--- config.mk ---
export PLATFORM = sky130hd
export DESIGN_NAME = turbo_puncture_serializer
export DESIGN_NICKNAME = d
export VERILOG_FILES = /design/src/rtl/turbo_puncture_serializer.sv
export SDC_FILE = /design/constraint.sdc
export NUM_CORES = 1
export LEC_CHECK = 0
export CAP_MARGIN = 10
export CORE_ASPECT_RATIO = 0.75
export CORE_MARGIN = 2
export CORE_UTILIZATION = 48
export DETAILED_ROUTE_END_ITERATION = 12
export MAX_ROUTING_LAYER = met4
export PLACE_DENSITY = 0.74
export REMOVE_ABC_BUFFERS = 1
export SETUP_SLACK_MARGIN = 0.3
export SLEW_MARGIN = 5
export SYNTH_ARGS = -nofsm -noshare
export SYNTH_HDL_FRONTEND = slang
export SYNTH_SLANG_ARGS = --single-unit
--- constraint.sdc ---
create_clock -name clk -period 2.2 [get_ports clk]
set_input_delay 0.44 -clock clk [delete_from_list [all_inputs] [get_ports clk]]
set_output_delay 0.44 -clock clk [all_outputs]
set_load 0.05 [all_outputs]
--- src/rtl/turbo_puncture_serializer.sv ---
// turbo_puncture_serializer
// Buffers 3-bit turbo symbols {p2, p1, sys} in a small FIFO, optionally
// punctures them to rate 1/2 and shifts the kept bits out one per handshake.
//
// Handshake semantics (both sides): a transfer happens on a rising edge where
// valid and ready are both high. On the symbol side sym_ready is decoded from
// the current occupancy only. On the bit side bit_out/bit_first/bit_valid come
// from registered state only and hold steady while bit_valid && !bit_ready.
module turbo_puncture_serializer #(
  parameter int FIFO_DEPTH = 4,
  parameter int PTR_W      = 2
) (
  input  logic             clk,
  input  logic             reset,
  input  logic [2:0]       sym_in,
  input  logic             sym_valid,
  output logic             sym_ready,
  input  logic             rate_sel,
  input  logic             frame_sync,
  output logic             bit_out,
  output logic             bit_valid,
  output logic             bit_first,
  input  logic             bit_ready,
  output logic [PTR_W:0]   sym_count,
  output logic             overflow,
  output logic [1:0]       state_dbg
);

  typedef enum logic [1:0] {
    IDLE  = 2'd0,
    SYS   = 2'd1,
    PAR_A = 2'd2,
    PAR_B = 2'd3
  } state_t;

  localparam logic [PTR_W:0] FULL_CNT = (PTR_W + 1)'(FIFO_DEPTH);

  logic [2:0]       mem [FIFO_DEPTH];
  logic [PTR_W-1:0] wr_ptr;
  logic [PTR_W-1:0] rd_ptr;
  logic [PTR_W:0]   count;
  logic             push;
  logic             load;

  state_t           state;
  state_t           next_state;
  logic [2:0]       cur_sym;
  logic             cur_rate;
  logic             phase;
  logic             phase_toggle;
  logic             sym_done;

  assign sym_ready = (count != FULL_CNT);
  assign push      = sym_valid && sym_ready;
  assign sym_count = count;
  assign state_dbg = state;

  // Symbol storage; data needs no reset because occupancy guards every read.
  always_ff @(posedge clk) begin
    if (push) begin
      mem[wr_ptr] <= sym_in;
    end
  end

  // FIFO pointers, occupancy and the sticky overflow flag.
  always_ff @(posedge clk) begin
    if (reset) begin
      wr_ptr   <= '0;
      rd_ptr   <= '0;
      count    <= '0;
      overflow <= 1'b0;
    end else begin
      if (push) begin
        wr_ptr <= wr_ptr + 1'b1;
      end
      if (load) begin
        rd_ptr <= rd_ptr + 1'b1;
      end
      case ({push, load})
        2'b10:   count <= count + 1'b1;
        2'b01:   count <= count - 1'b1;
        default: count <= count;
      endcase
      if (sym_valid && !sym_ready) begin
        overflow <= 1'b1;
      end
    end
  end

  // Serializer state, current symbol and puncture phase registers.
  always_ff @(posedge clk) begin
    if (reset) begin
      state    <= IDLE;
      cur_sym  <= '0;
      cur_rate <= 1'b0;
      phase    <= 1'b0;
    end else begin
      state <= next_state;
      if (load) begin
        cur_sym  <= mem[rd_ptr];
        cur_rate <= rate_sel;
      end
      if (frame_sync) begin
        phase <= 1'b0;
      end else if (phase_toggle) begin
        phase <= ~phase;
      end
    end
  end

  // Next-state logic; a finished symbol reloads in the same edge when possible.
  always_comb begin
    next_state   = state;
    load         = 1'b0;
    phase_toggle = 1'b0;
    sym_done     = 1'b0;
    case (state)
      IDLE: begin
        if (count != '0) begin
          load       = 1'b1;
          next_state = SYS;
        end
      end
      SYS: begin
        if (bit_ready) begin
          next_state = PAR_A;
        end
      end
      PAR_A: begin
        if (bit_ready) begin
          if (cur_rate) begin
            sym_done     = 1'b1;
            phase_toggle = 1'b1;
          end else begin
            next_state = PAR_B;
          end
        end
      end
      PAR_B: begin
        if (bit_ready) begin
          sym_done = 1'b1;
        end
      end
      default: next_state = IDLE;
    endcase
    if (sym_done) begin
      if (count != '0) begin
        load       = 1'b1;
        next_state = SYS;
      end else begin
        next_state = IDLE;
      end
    end
  end

  // Serial outputs decoded purely from registered state.
  always_comb begin
    bit_out   = 1'b0;
    bit_valid = 1'b0;
    bit_first = 1'b0;
    case (state)
      SYS: begin
        bit_out   = cur_sym[0];
        bit_valid = 1'b1;
        bit_first = 1'b1;
      end
      PAR_A: begin
        bit_out   = (cur_rate && phase) ? cur_sym[2] : cur_sym[1];
        bit_valid = 1'b1;
      end
      PAR_B: begin
        bit_out   = cur_sym[2];
        bit_valid = 1'b1;
      end
      default: begin
        bit_out   = 1'b0;
        bit_valid = 1'b0;
      end
    endcase
  end

endmodule

==> impl_metrics.tcl, run 1 <==
set metrics [dict create \
    grt_usage_pct 18.8 \
    pin_count 19 \
    wl_per_cell_um 14.0 \
    multiInputGateArea_um2 687 \
    grt-ovfl-total 0 \
    start_util_pct 50.7 \
    grt_max_degree 16 \
    required_ps 2400 \
    final_net_count 181 \
    path_class "reg -> reg" \
    placed_cell_area_um2 1660 \
    powerDensity_nw_per_um2 1350 \
    n_fill_cell 181 \
    p_leak_nw 0.739 \
    die-width_um 64.8 \
    crit_path_max_fanout 2 \
    worstPathCellList "or3b_4 > and2_4 > inv_4 > ha_4 > inv_2 > fa_2 > xor2_1 > or3_1 > a21oi_1" \
    antennaDiodeCount 0 \
    max_freq_mhz 482 \
    rows 16 \
    synth_edf_count 12 \
    layoutNonFillerInstCount 195 \
    drive_gt1_share_pct 34.6 \
    dr.pass1.iters 4 \
    hold_violations 0 \
    period_minus_slack_ps 2070 \
    hpwl_um 1950 \
    postCtsHoldBufs 0 \
    synth_area_um2 1330 \
    finalWirelength_um 2720 \
    fin_crit_sh_pct 94.3 \
    pre_cts_ws_ps -205 \
    hold_class "reg -> reg" \
    grt_pass1_wl_um 4480 \
    synth-async-reset-ratio_pct 0 \
    drt.antenna.violating_nets 0 \
    fin_worst_skew_ps 0.933 \
    avgViaCountPerCell 5.21 \
    drv_cap 0 \
    clk_latency_ps 270 \
    syn_avg_cell_area_um2 11.3 \
    cts_root_buffer "clkbuf_8" \
    totalPowerFinal_mw 2.48 \
    setup_viol 0 \
    via_count 1015 \
    ys_types 30 \
    cp.arrival_ps 2280 \
    fin_hold_ws_ps 492 \
    grt_pass1_vias 1042 \
    cts.htree.levels 1 \
    dieArea_um2 3210 \
    grt_setup_unrepaired "true" \
    clk_pin_slew_ps 90 \
    tritoncts "done" \
    startpoint_type "register" \
    status "finished, final reports clean" \
    numCtsBuffers 3 \
    critPathSlowestCell "or3b_4" \
    vdd_drop_max_v 0.000768 \
    utilization_pct 69.8 \
    worst_slew_pin_slew_ps 513 \
    ys_seq_area_share_pct 49.7 \
    ys_warn_count 0 \
    core_area_um2 2620 \
    drv_slew 0 \
    drcViolationCount 0 \
    cts.sinks 27 \
    crit_path_max_incr_delay_ps 390 \
    seqCellArea_um2 669 \
    relSlewSlack_pct 66.0 \
    setup_slack_ps 126 \
    area.growth.synth_to_final_pct 37.9 \
    end_kind "register" \
    dp.cells 185 \
    netlist_instances 118 \
    synth_seq_cells 27 \
    drtIter0Drc 30 \
    antenna_found_initial 0 \
    final_cell_area_um2 1830 \
    synth_ff_type "dfxtp_1" \
    die_h_um 49.6 \
    tns_ps 0 \
    gp_congestion 0.850 \
    io_buffer_count 18 \
    clk_path_buf_depth 2 \
]
-- path summary, 6_finish.rpt --
path | from | to | slack (ps) | cells after the start
worst max-delay path | sym_count[0] | sym_count[2] | 130 | 9
worst min-delay path | cur_sym[2] | cur_sym[2] | 490 | 2
worst max register to register | sym_count[0] | sym_count[2] | 130 | 9
worst min register to register | cur_sym[2] | cur_sym[2] | 490 | 2
-- worst max-delay path: cells and delay by family (launching register included) --
family                   cells  cell delay (ps)
AND/OR/NAND/NOR              3              850
adder cells (fa/ha/maj)      2              450
flip-flops                   1              330
XOR/XNOR                     1              160
AO/OA/AOI/OAI                1              120
buffers and inverters        2               90
-- placed cells by master (no fill, tap or decap), drive strengths merged, types with 8 or more instances in the layout --
cell type	n
buf	25
dfxtp	15
edfxtp	12
a21oi	11
ha	11
clkdlybuf4s50	9
o21ai	9
inv	9
nor2	8
-- repair_timing --
item                                    4_1_cts  5_1_grt
endpoints found under the setup margin       10        4
resized for setup                            26        8
pin swaps                                     9        7
buffers inserted                              5        1
-- flip-flops by register name (all words and copies together) (netlist names) --
name / cells
mem: 12
cur_sym: 3
wr_ptr: 2
overflow: 1
cur_rate: 1
state_dbg: 2
rd_ptr: 2
phase: 1
sym_count: 3
-- kinds of logic (layout without fill, tap and decap cells) --
kind of cell             count (synthesis)  after routing  synth area share [%]
buffers and inverters                   11             52                  3.39
adder cells (fa/ha/maj)                 12             12                  11.9
XOR/XNOR                                 4              4                  2.64
AO/OA/AOI/OAI                           26             26                  11.7
flip-flops                              27             27                  49.7
AND/OR/NAND/NOR                         33             33                  14.1
multiplexers                             5              5                  6.59
-- cell type report --
type                       count  area share, %
multi-input combinational     80           37.5
sequential                    27           36.5
timing repair buffer          39           18.9
tap                           36           2.46
clock buffer                   3           2.25
inverter                       9           2.12
clock inverter                 1          0.273
-- synth_stat cells (2+ instances only) --
library cell / number / area share, %
a21oi_1: 11 / 4.1
and3_1: 5 / 2.4
dfxtp_1: 15 / 23
edfxtp_1: 12 / 27
ha_1: 11 / 10
inv_1: 9 / 2.5
mux2i_1: 2 / 1.5
mux4_2: 3 / 5.1
nand2_1: 4 / 1.1
nand3_1: 5 / 1.9
nor2_1: 8 / 2.3
nor3_1: 2 / 0.75
o21ai_0: 9 / 3.4
or3_1: 4 / 1.9
xor2_1: 3 / 2.0
-- power by group --
| part | leakage [nW] | total, mW | internal [mW] | switching, mW |
|---|---|---|---|---|
| Sequential | 0.235 | 0.738 | 0.647 | 0.0904 |
| Combinational | 0.479 | 1.47 | 0.670 | 0.798 |
| Clock | 0.0255 | 0.271 | 0.127 | 0.144 |
-- per-layer routing --
layer	vias up	routed length (µm)	track usage, %
li1	505	-	-
met1	484	1310	23.7
met2	24	1280	29.9
met3	2	113	4.79
met4	0	22	6.03
met5	-	0	-
Note: power is estimated with default switching activity, not from simulation.
==> run 2: changes to the inputs <==
--- a/config.mk
+++ b/config.mk
@@ -12,6 +12,7 @@
 export DETAILED_ROUTE_END_ITERATION = 12
 export MAX_ROUTING_LAYER = met4
 export PLACE_DENSITY = 0.74
+export RECOVER_POWER = 25
 export REMOVE_ABC_BUFFERS = 1
 export SETUP_SLACK_MARGIN = 0.3
 export SLEW_MARGIN = 5
==> run 2 against run 1 <==
Maximum frequency unchanged. Non-clock buffer count unchanged. Clock skew about the same. Clock-buffer cell count unchanged. Critical path depth unchanged. Highest routed layer unchanged.
==> impl_metrics.tcl, run 2 (synthesized netlist as in run 1, its figures left out) <==
set metrics [dict create \
    period_minus_slack_ps 2070 \
    drv_slew 0 \
    grt_setup_unrepaired "true" \
    gp_congestion 0.850 \
    vdd_drop_max_v 0.000768 \
    clk_path_buf_depth 2 \
    cts.sinks 27 \
    final_common_cell "buf_4" \
    powerDensity_nw_per_um2 1350 \
    utilization_pct 69.8 \
    setup_viol 0 \
    hpwl_um 1950 \
    pin_count 19 \
    final_cell_mix "21 x buf_4, 12 x dfxtp_1, 12 x edfxtp_1, 9 x a21oi_1, 8 x o21ai_0" \
    io_buffer_count 18 \
    highest_layer "met4" \
    required_ps 2400 \
    grt_pass1_vias 1042 \
    dr.pass1.iters 4 \
    postCtsHoldBufs 0 \
    antenna_found_initial 0 \
    startpoint_type "register" \
    cp.arrival_ps 2280 \
    antennaDiodeCount 0 \
    hold_class "reg -> reg" \
    dieArea_um2 3210 \
    end_kind "register" \
    totalPowerFinal_mw 2.48 \
    drive_gt1_share_pct 34.6 \
    path_class "reg -> reg" \
    final_net_count 181 \
    tritoncts "done" \
    drcViolationCount 0 \
    grt_max_degree 16 \
    core_area_um2 2620 \
    regMostFlops "mem" \
    start_util_pct 50.7 \
    max_freq_mhz 482 \
    drv_cap 0 \
    met2WireLength_um 1280 \
    fin_crit_sh_pct 94.3 \
    fin_worst_skew_ps 1.03 \
    grt_usage_pct 18.8 \
    p_leak_nw 0.740 \
    route.met3.wl_um 113 \
    n_fill_cell 181 \
    clk_pin_slew_ps 90 \
    cts_root_buffer "clkbuf_8" \
    drt.antenna.violating_nets 0 \
    via_count 1016 \
    drtIter0Drc 30 \
    die_h_um 49.6 \
    largest_reg_flops 12 \
    numCtsBuffers 3 \
    relSlewSlack_pct 66.0 \
    area.growth.synth_to_final_pct 37.9 \
    clk_latency_ps 270 \
    wl_per_cell_um 14.0 \
    die-width_um 64.8 \
    avgViaCountPerCell 5.21 \
    wl_met1_um 1310 \
    grt_pass1_wl_um 4480 \
    crit_path_max_fanout 2 \
    hold_violations 0 \
    rows 16 \
    grt-ovfl-total 0 \
    worst_slew_pin_slew_ps 513 \
    finalWirelength_um 2720 \
    cts.htree.levels 1 \
    status "finished, final reports clean" \
]
run 2: timing repair:
| item | CTS | global route |
|---|---|---|
| hold endpoints to repair | 0 | 0 |
| pin swaps | 9 | 7 |
| setup buffers | 5 | 1 |
| gates resized for setup | 26 | 8 |
| setup endpoints to repair | 10 | 4 |
run 2: metrics by stage:
| stage | area (µm²) | setup slack, ps | setup TNS, ps | hold WS, ps | instances |
|---|---|---|---|---|---|
| final | 1830 | 126 | 0 | 492 | 195 |
| after global routing | 1830 | 69.8 | 0 | 525 | 195 |
| after CTS | 1800 | 136 | 0 | 484 | 194 |
| after detailed placement | 1660 | -205 | -205 | 469 | 185 |
| after global placement | 1660 | -162 | -162 | 461 | 185 |
| after floorplan | 1320 | -557 | -1730 | 444 | 116 |
run 2: layout make-up:
type | instances | area, µm² | share of cell area [%]
clock buffer | 3 | 41.3 | 2.25
multi-input combinational | 80 | 687 | 37.5
tap | 36 | 45.0 | 2.46
sequential | 27 | 669 | 36.5
clock inverter | 1 | 5.00 | 0.273
timing repair buffer | 39 | 345 | 18.9
inverter | 9 | 38.8 | 2.12
run 2: worst max-delay path, stage by stage (launching register included):
cell	delay (ps)
dfxtp_2	330
or3b_4	390
and2_4	160
inv_4	60
ha_4	130
inv_2	30
fa_2	320
xor2_1	160
or3_1	300
a21oi_1	120
run 2: power by group:
group          switching, mW  internal, mW  leakage (nW)
registers             0.0904         0.647         0.235
logic                  0.799         0.669         0.480
clock network          0.145         0.127        0.0255
run 2: per-layer routing:
metal,vias up,global-route usage (%)
li1,504,-
met1,486,23.7
met2,24,29.9
met3,2,4.79
met4,0,6.03
met5,-,-
run 2: worst paths after layout:
kind,from,endpoint,slack [ps],depth (start not counted)
max,sym_count[0],sym_count[2],130,9
min,cur_sym[2],cur_sym[2],490,2
max reg2reg,sym_count[0],sym_count[2],130,9
min reg2reg,cur_sym[2],cur_sym[2],490,2
==> run 3: changes to the inputs <==
--- a/config.mk
+++ b/config.mk
@@ -8,10 +8,10 @@
 export CAP_MARGIN = 10
 export CORE_ASPECT_RATIO = 0.75
 export CORE_MARGIN = 2
-export CORE_UTILIZATION = 48
+export CORE_UTILIZATION = 43
 export DETAILED_ROUTE_END_ITERATION = 12
 export MAX_ROUTING_LAYER = met4
-export PLACE_DENSITY = 0.74
+export PLACE_DENSITY = 0.68
 export RECOVER_POWER = 25
 export REMOVE_ABC_BUFFERS = 1
 export SETUP_SLACK_MARGIN = 0.3
==> run 3 against run 2 <==
Utilization shrank 8.9 points. Sequential cell count is the same. Worst setup slack lost 3.8 ps. Clock-buffer cell count grew 1. Critical path type unchanged. Critical path depth is the same. Critical endpoint unchanged.
==> impl_metrics.tcl, run 3 (synthesized netlist as in run 1, its figures left out) <==
set metrics [dict create \
    path_class "reg -> reg" \
    dr.pass1.iters 2 \
    area.growth.synth_to_final_pct 34.7 \
    seqCellArea_um2 668 \
    numCtsBuffers 3 \
    avgViaCountPerCell 5.20 \
    die_h_um 52.1 \
    drtIter0Drc 33 \
    final_cell_mix "21 x buf_4, 12 x edfxtp_1, 11 x dfxtp_1, 9 x a21oi_1" \
    fin_crit_sh_pct 94.4 \
    via_count 1009 \
    grt_util_met3_pct 3.90 \
    grt_pass1_vias 994 \
    startpoint_type "register" \
    relSlewSlack_pct 66.5 \
    grt_usage_pct 17.4 \
    p_leak_nw 0.740 \
    final_cell_area_um2 1790 \
    regMostFlops "mem" \
    drv_cap 0 \
    hold_violations 0 \
    grt_max_degree 15 \
    worst_slew_pin_slew_ps 502 \
    max_freq_mhz 481 \
    grt_setup_unrepaired "true" \
    drive_gt1_share_pct 31.4 \
    r2r-start "sym_count[0]" \
    vdd_drop_max_v 0.000983 \
    core_area_um2 2940 \
    clk_latency_ps 270 \
    n_fill_cell 249 \
    crit_start "sym_count[0]" \
    top_usage_layer "met2" \
    clk_pin_slew_ps 90 \
    utilization_pct 61.0 \
    dieArea_um2 3560 \
    met2_usage_pct 28.8 \
    pin_count 19 \
    cts.htree.levels 1 \
    finalWirelength_um 2720 \
    cts.sinks 27 \
    holdCritStartpoint "cur_sym[2]" \
    rows 17 \
    dp.cells 188 \
    wl_per_cell_um 14.0 \
    final_common_cell "buf_4" \
    hpwl_um 2030 \
    io_buffer_count 18 \
    required_ps 2400 \
    fin_worst_skew_ps 1.43 \
    drv_slew 0 \
    end_kind "register" \
    setup_viol 0 \
    status "finished, final reports clean" \
    antennaDiodeCount 0 \
    grt-ovfl-total 0 \
    tritoncts "done" \
    gp_congestion 0.817 \
    clk_path_buf_depth 2 \
    die-width_um 68.2 \
    multiInputGateArea_um2 678 \
    postCtsHoldBufs 0 \
    layoutNonFillerInstCount 194 \
    period_minus_slack_ps 2080 \
    hold_class "reg -> reg" \
    final_net_count 178 \
    start_util_pct 45.3 \
    met1_usage_pct 22.2 \
    powerDensity_nw_per_um2 1360 \
    cts_root_buffer "clkbuf_8" \
    grt_pass1_wl_um 4400 \
    drcViolationCount 0 \
    antenna_found_initial 0 \
    reg2reg_setup_slack_ps 120 \
    largest_reg_flops 12 \
    tns_ps 0 \
    cp.arrival_ps 2280 \
    drt.antenna.violating_nets 0 \
    placed_cell_area_um2 1670 \
    crit_path_max_fanout 2 \
]
[run 3: cell types whose count changed in the layout (fill, tap and decap cells not counted), sizes merged]
| cell | change |
|---|---|
| clkbuf | +1 |
| clkinv | -1 |
| dlymetal6s2s | +1 |
| buf | -3 |
| clkdlybuf4s50 | -1 |
[run 3: worst max-delay path, cell delays in order (launching register included)]
cell and delay, ps:
dfxtp_2 330, or3b_4 400, and2_4 160, inv_4 60
ha_4 130, inv_2 30, fa_2 330, xor2_1 160
or3_1 300, a21oi_1 120
[run 3: layer usage]
metal | routed length, µm | vias up
met1 | 1310 | 492
met2 | 1300 | 15
li1 | - | 500
met5 | 0 | -
met4 | 12 | 0
met3 | 97 | 2
[run 3: worst paths after layout]
check            endpoint  cells after the start
max          sym_count[2]                      9
min            cur_sym[2]                      2
max reg2reg  sym_count[2]                      9
min reg2reg    cur_sym[2]                      2
[run 3: cell type report]
cell class | count | area share, %
inverter | 9 | 2.03
tap | 38 | 2.66
clock buffer | 4 | 2.52
multi-input combinational | 80 | 37.9
timing repair buffer | 36 | 17.6
sequential | 27 | 37.3
[run 3: through the flow]
step | hold WS (ps) | power, mW | worst slack (ps)
finish | 495 | 2.43 | 122
global route | 534 | 2.59 | 10.4
CTS | 496 | 2.38 | 124
detailed placement | 480 | 2.05 | -212
global placement | 459 | 2.01 | -170
floorplan | 444 | 1.58 | -557
[run 3: report_power, final]
| group | switching, mW | internal [mW] |
|---|---|---|
| Sequential | 0.0873 | 0.646 |
| Combinational | 0.789 | 0.629 |
| Clock | 0.146 | 0.130 |
| Total | 1.02 | 1.40 |
[run 3: repair_timing]
item | in CTS | in global routing
gates cloned | 0 | 0
pin swaps | 5 | 2
setup endpoints to repair | 9 | 6
gates resized for setup | 23 | 5
buffers inserted | 2 | 0
